$ cat src/rtl/adder_result_stage.sv
// Registered result stage behind the 16-bit adder: 2-entry skid buffer, N/Z/C/V flags,
// delivered-result status and transfer counter. Define OVERFLOW_FLAG_EN to enable the V flag.
module adder_result_stage (
  input  logic        clk,
  input  logic        rst_n,
  input  logic        in_valid,
  output logic        in_ready,
  input  logic [15:0] sum,
  input  logic        carry_out,
  input  logic        a_msb,
  input  logic        b_msb,
  output logic        out_valid,
  input  logic        out_ready,
  output logic [15:0] out_result,
  output logic [3:0]  out_flags,
  output logic [3:0]  status_flags,
  output logic [15:0] xfer_count
);

  typedef enum logic [1:0] {EMPTY, ONE, FULL} state_t;

  state_t      state, next_state;
  logic [15:0] main_result, skid_result;
  logic [3:0]  main_flags, skid_flags, in_flags;
  logic        push, pop;
  logic        load_main_in, load_main_skid, load_skid;
  logic        overflow;

`ifdef OVERFLOW_FLAG_EN
  assign overflow = (a_msb == b_msb) & (sum[15] != a_msb);
`else
  logic unused_msbs;
  assign unused_msbs = a_msb ^ b_msb;
  assign overflow    = 1'b0;
`endif

  assign in_flags   = {sum[15], (sum == 16'h0000), carry_out, overflow};
  assign push       = in_valid & in_ready;
  assign pop        = out_valid & out_ready;
  assign out_valid  = (state != EMPTY);
  assign out_result = main_result;
  assign out_flags  = main_flags;

  // NOTE: every output of this block gets a default first so no path can infer a latch.
  always_comb begin
    next_state     = state;
    load_main_in   = 1'b0;
    load_main_skid = 1'b0;
    load_skid      = 1'b0;
    case (state)
      EMPTY: if (push) begin
        load_main_in = 1'b1;
        next_state   = ONE;
      end
      ONE: begin
        if (push && pop) begin
          load_main_in = 1'b1;
        end else if (push) begin
          load_skid  = 1'b1;
          next_state = FULL;
        end else if (pop) begin
          next_state = EMPTY;
        end
      end
      FULL: if (pop) begin
        load_main_skid = 1'b1;
        next_state     = ONE;
      end
      default: next_state = EMPTY;
    endcase
  end

  // NOTE: state is updated with non-blocking assignments so all flops see pre-edge values.
  always_ff @(posedge clk or negedge rst_n) begin
    if (!rst_n) begin
      state    <= EMPTY;
      in_ready <= 1'b1;
    end else begin
      state    <= next_state;
      in_ready <= (next_state != FULL);
    end
  end

  // NOTE: the data registers are reset too, so out_result/out_flags never carry X.
  always_ff @(posedge clk or negedge rst_n) begin
    if (!rst_n) begin
      main_result <= '0;
      main_flags  <= '0;
      skid_result <= '0;
      skid_flags  <= '0;
    end else begin
      if (load_main_in) begin
        main_result <= sum;
        main_flags  <= in_flags;
      end else if (load_main_skid) begin
        main_result <= skid_result;
        main_flags  <= skid_flags;
      end
      if (load_skid) begin
        skid_result <= sum;
        skid_flags  <= in_flags;
      end
    end
  end

  always_ff @(posedge clk or negedge rst_n) begin
    if (!rst_n) begin
      status_flags <= '0;
      xfer_count   <= '0;
    end else if (pop) begin
      status_flags <= main_flags;
      xfer_count   <= xfer_count + 16'd1;
    end
  end

endmodule

$ cat config.mk
export PLATFORM = sky130hd
export DESIGN_NAME = adder_result_stage
export DESIGN_NICKNAME = d
export VERILOG_FILES = /design/src/rtl/adder_result_stage.sv
export SDC_FILE = /design/constraint.sdc
export NUM_CORES = 1
export LEC_CHECK = 0
export ABC_AREA = 0
export ABC_CLOCK_PERIOD_IN_PS = 2050
export CAP_MARGIN = 20
export CORE_ASPECT_RATIO = 1.5
export CORE_UTILIZATION = 46
export CTS_CLUSTER_SIZE = 12
export DETAILED_ROUTE_END_ITERATION = 16
export PLACE_DENSITY = 0.87
export SYNTH_ARGS = -nofsm -noshare
export SYNTH_HDL_FRONTEND = slang
export SYNTH_SLANG_ARGS = --single-unit
$ cat constraint.sdc
create_clock -name clk -period 2.05 [get_ports clk]
set_input_delay 0.205 -clock clk [delete_from_list [all_inputs] [get_ports clk]]
set_output_delay 0.205 -clock clk [all_outputs]
set_load 0.03 [all_outputs]
Word-level counts from Yosys, hierarchy flattened
Cells that the tools add are included.
{"block": "totals", "regBits": 62, "latchBits": 0, "ramBits": 0, "romBits": 0, "input_bits": 23, "elab_cells": 36, "memories": 0}
{"block": "classes", "addsub": 1, "multipliers": 0, "div_mod_pow": 0, "order_cmp": 0, "n_eq_ne": 3, "shifts": 0, "n_mux": 17, "bitwise_logic": 2, "n_reduce_logical": 5}
{"operator": "$mux 16", "count": 2}
{"operator": "$add 16x1->16 const B", "count": 1}
{"operator": "$logic_not 16->1", "count": 1}
{"operator": "$mux 2", "count": 5}
{"operator": "$mux 4", "count": 2}
{"operator": "$mux 1", "count": 6}
{"operator": "$pmux 2 s3", "count": 1}
{"operator": "$reduce_bool 2->1", "count": 2}
{"operator": "$and 1x1->1", "count": 2}
{"operator": "$eq 2x1->1 const B", "count": 1}
{"operator": "$eq 2x2->1 const B", "count": 1}
{"operator": "$logic_not 2->1", "count": 1}
{"operator": "$ne 2x2->1 const B", "count": 1}
{"operator": "$pmux 1 s2", "count": 1}
{"operator": "$logic_and 1x1->1", "count": 1}

Longest topological paths before layout
{"block": "logic_depth", "word_depth": 7, "depth_mapped": 7}

Worst setup path before layout
OpenSTA, ideal clock, no wires.
{"block": "synth_timing", "kind": "reg2reg", "start": "reg in_ready", "end": "reg skid_flags[1]", "setup_ns": 0.125, "arrival_time_ns": 1.554, "t_required_ns": 1.925, "setup_slack_ns": 0.371, "path_stages_with_launch": 5, "path_buffers": 1, "period_less_slack_ns": 1.679, "cell_sequence": "dfstp_2 > nand3b_1 > nor2_4 > buf_6 > mux2_2"}
{"block": "synth_between", "elab_chain_len": 4, "word_cells_on_any_way": 5, "cone_classes": "mux: 3; bitwise: 1; reduce/logical: 1"}
{"item": "from (decl)", "line": "7", "text": "output logic in_ready,"}
{"item": "from (signal assigned)", "line": "80", "text": "in_ready <= (next_state != FULL);"}
{"item": "$and 1x1->1 *", "line": "38", "text": "assign push = in_valid & in_ready;"}
{"item": "$mux 1 or $logic_and 1x1->1 (tied branches)", "line": "58, 56"}
{"item": "$mux 1 *", "line": "56", "text": "if (push && pop) begin"}
{"item": "$mux 1 *", "line": "50", "text": "case (state)"}
{"item": "to (signal assigned)", "line": "101", "text": "skid_flags <= in_flags;"}
{"item": "to (decl)", "line": "24", "text": "logic [3:0] main_flags, skid_flags, in_flags;"}
Every way passes the cells marked *; elsewhere a longest branch is shown, timed or not.
A chain may end at the register's enable or synchronous reset.

Worst setup path after layout
{"block": "layout_timing", "start": "reg state[1]", "end": "out out_valid"}
{"block": "layout_between", "elab_chain_len": 1}
{"item": "from (decl)", "line": "22", "text": "state_t state, next_state;"}
{"item": "from (signal assigned)", "line": "79", "text": "state <= next_state;"}
{"item": "$reduce_bool 2->1", "line": "40", "text": "assign out_valid = (state != EMPTY);"}
{"item": "to (decl)", "line": "12", "text": "output logic out_valid,"}
Every way passes these cells.

==> results by stage <==
Clock tree:
- TritonCTS created 9 clock buffers.
- The number of buffers on the longest clock path is 2.
- Clock-pin slew was measured on the worst setup and hold paths at 0.06 ns.
- The later pin in the worst-skew pair is clocked with a latency of 0.33 ns.
- The number of H-tree levels is 3.
- The total clock sinks is 58.
- The clock tree from TritonCTS is yes.
- CTS placed an instance of sky130_fd_sc_hd__clkbuf_8 at the clock tree root.
- The setup fix buffers added after clock tree synthesis is 0.

Floorplan:
- The region available for standard cell placement spans 0.005245 mm^2.
- During I/O placement, the number of pins put on the boundary was 65.
- In this run the core area contains 32 standard-cell rows.
- The die boundary height is 93.32 um.
- The total die area is 0.005868 mm^2.
- Measured along the x axis, the die boundary spans 62.88 um.
- The initial utilization of the core area, before any placement, comes to 48.76%.

STA:
- The highest clock frequency the design can meet is 518.4 MHz.
- Measured against its own limit, the worst slew margin works out to 51.51%.
- The maximum clock skew at final layout is 0.008450 ns.
- The final critical path time including I/O delays and setup is 1.929 ns.
- The total count of max-transition violations in the final report is 0.
- The transition time at the pin with the least slew margin is 0.7273 ns.
- The final hold violation count is 0.
- Setup repair after global routing left no endpoint under its margin.
- The final setup violation count is 0.
- The worst path uses 94.10% of the clock period.
- The sum of negative setup slack is 0 ns.

GRT:
- The total global routing overflow is 0.
- The wire length of the first global-routing pass is 8990 um.
- The maximum number of pins on one net before global-route repair is 37.
- The initial antenna violation count is 0.
- The number of global-route vias before repair is 1,941.
- Global routing consumed, over all layers together, 20.55% of the routing resources.

Worst setup path:
- In this run the register-to-register setup slack is 0.42 ns.
- The endpoint identified for the worst register-to-register timing path is skid_result[10].
- The start point of the critical path is state[1].
- The maximum fanout along the worst path is 8.
- STA puts the critical path data required time at 1.85 ns.
- The critical path endpoint category is an output port.
- At the worst endpoint, the arrival time is 1.72 ns.
- The worst setup path category is flip-flop to output port.
- The startpoint of the most critical register-to-register path is state[1].
- The worst setup path is launched from a flip-flop.
- Following the worst setup path forward leads to its endpoint at out_valid.
- Counting cells, the worst reg-to-reg path comes to 4.

Detailed routing:
- In this run, the number of DRC markers left after iteration 0 of detailed routing was 51.
- The pre-antenna-repair detailed-routing pass consisted of 4 iterations.
- After detailed routing, the number of remaining DRC violations is 0.
- In this run the remaining antenna-violating nets after routing total 0.
- The routed layout has 1,873 vias.
- The average routed wire per standard cell is 14.80 um.
- The via-per-instance ratio is 5.174.
- After detailed routing, the total wire length is 5357 um.

Finish:
- In the layout the commonest cells are sky130_fd_sc_hd__clkdlybuf4s50_1 (59), sky130_fd_sc_hd__dfrtp_1 (57), sky130_fd_sc_hd__nand2_1 (38), sky130_fd_sc_hd__o21ai_0 (19).
- The leading cell type in the layout, fill and taps excluded is sky130_fd_sc_hd__clkdlybuf4s50_1.
- The fraction of final layout cells sized beyond drive strength 1 is 18.03%.
- In the final layout, the multi-input gates occupy 0.001035 mm^2.
- Summing all flip-flop and latch instances after layout gives 0.001453 mm^2.
- Once layout is complete, the cells apart from fillers number 362.
- The repair_antennas step left the layout with diodes totalling 0.
- The number of fillers in the final layout is 405.
- The layout overhead on the synthesized area is 36.59%.
- At the end of the flow, the number of nets in the layout was 313.
- At the end of the flow the core is filled with cells to 66.60%.

Place:
- The port buffer count is 60.
- In this run, placement finished with an instance count of 345.
- The weighted congestion reported at the end of routability-driven placement is 0.7278.
- Summed over all nets, the half-perimeter wirelength after detailed placement is 3821 um.

Synthesis:
- The number of enable-type register cells in the synthesized netlist is 0.
- Of the synthesized area, sequential elements account for 56.80%.
- The synthesized instance count is 218.
- The post-synthesis sequential element count is 58.
- The share of synthesized flip-flops with an asynchronous set or reset is 100.0%.
- The synthesized area per cell is 11.73 um^2.
- During synthesis, Yosys emitted a total of 0 warnings.
- The count of unique library cells instantiated by Yosys is 40.
- The most used flip-flop cell after synthesis is sky130_fd_sc_hd__dfrtp_1.
- The post-synthesis cell area is 0.002557 mm^2.

Power and ir drop:
- The total power divided by cell area is 1453 mW/mm^2.
- For this design the static power due to leakage is 1.618 nW.
- The peak ir drop on the vdd network is 702.3 uV.

Status:
- The flow ran to the end, and the final reports show no timing, DRC or antenna violations.

Hold path:
- The tightest min-delay check is of the primary input to async pin type.

Run:
- The max-capacitance violation count is 0.
-- metal layers --
metal | vias to the layer above | wire [um] | GRT usage [%]
li1 | 890 | - | -
met1 | 925 | 2144 | 21.94
met2 | 51 | 2828 | 34.50
met3 | 7 | 314 | 8.293
met4 | 0 | 69 | 10.66
met5 | - | 0 | 0
-- report_power, final --
| group | switching, mW | total (mW) | leakage (nW) | internal [mW] |
|---|---|---|---|---|
| Clock | 0.439 | 1.15 | 0.109 | 0.713 |
| Sequential | 0.323 | 1.91 | 0.727 | 1.59 |
| Combinational | 1.09 | 2.01 | 0.782 | 0.923 |
-- through the flow --
step	area (um^2)	power, mW	worst slack, ns	hold WS, ns
floorplan	2561	3.099	0.3708	-0.09059
global placement	3264	3.864	0.2846	0.2925
detailed placement	3264	3.947	0.2322	0.3040
CTS	3493	5.124	0.09893	0.4556
global route	3493	5.348	0.05162	0.4857
finish	3493	5.075	0.1209	0.4630
-- cell usage after synthesis (2+ instances only) --
cell	instances	area, um^2
sky130_fd_sc_hd__a21oi_1	2	10.01
sky130_fd_sc_hd__buf_2	3	15.01
sky130_fd_sc_hd__buf_4	5	37.54
sky130_fd_sc_hd__dfrtp_1	57	1426
sky130_fd_sc_hd__mux2_2	17	191.4
sky130_fd_sc_hd__mux2i_1	17	170.2
sky130_fd_sc_hd__nand2_1	38	142.6
sky130_fd_sc_hd__nand2b_1	2	12.51
sky130_fd_sc_hd__nand3_1	4	20.02
sky130_fd_sc_hd__nand3b_1	2	15.01
sky130_fd_sc_hd__nor2_1	6	22.52
sky130_fd_sc_hd__nor3_1	2	10.01
sky130_fd_sc_hd__nor3_2	2	20.02
sky130_fd_sc_hd__nor4_1	4	25.02
sky130_fd_sc_hd__o21ai_0	19	95.09
sky130_fd_sc_hd__xnor2_1	7	61.31
sky130_fd_sc_hd__xor2_1	8	70.07
-- worst min path at each step --
| stage | startpoint | to | slack (ns) | cells past startpoint |
|---|---|---|---|---|
| 2_1_floorplan | rst_n | out_flags[1] | -0.09 | 0 |
| 3_3_place_gp | rst_n | xfer_count[1] | 0.29 | 1 |
| 3_5_place_dp | rst_n | xfer_count[2] | 0.30 | 1 |
| 4_1_cts | rst_n | xfer_count[2] | 0.46 | 2 |
| 5_1_grt | carry_out | out_flags[1] | 0.49 | 3 |
| 6_report | rst_n | xfer_count[2] | 0.46 | 2 |
-- kinds of logic after synthesis --
kind of cell    count (synthesis)  share of synthesized area [%]
xor+xnor                       15                          5.137
simple gates                   70                          14.38
other cells                     1                         0.1466
compound gates                 27                          5.920
flops                          58                          56.80
buf+inv                        12                          2.984
fa+ha+maj                       1                         0.4892
mux                            34                          14.14
-- critical path, cell delays in order, from the launching register on --
cell and delay [ns]:
sky130_fd_sc_hd__dfrtp_1 0.45, sky130_fd_sc_hd__or2_2 0.34, sky130_fd_sc_hd__clkdlybuf4s50_1 0.60
-- sequential cells by signal, indices dropped and copies added, names as in the netlist --
name	cells
state	2
skid_flags	2
in_ready	1
out_result	16
status_flags	3
xfer_count	16
skid_result	16
out_flags	2
-- area by class of cell --
cell class	instances	area share [%]
flip-flops and latches	58	41.58
multi-input cells	149	29.62
clock buffers	11	4.047
inverters	1	0.1074
repair buffers	70	19.99
clock inverters	5	2.221
well taps	68	2.436
-- what timing repair did --
item	4_1_cts	5_1_grt
hold buffers	1	0
endpoints found under the hold margin	30	0
gates resized for setup	0	0
No activity file was read; power rests on OpenSTA's default activity.
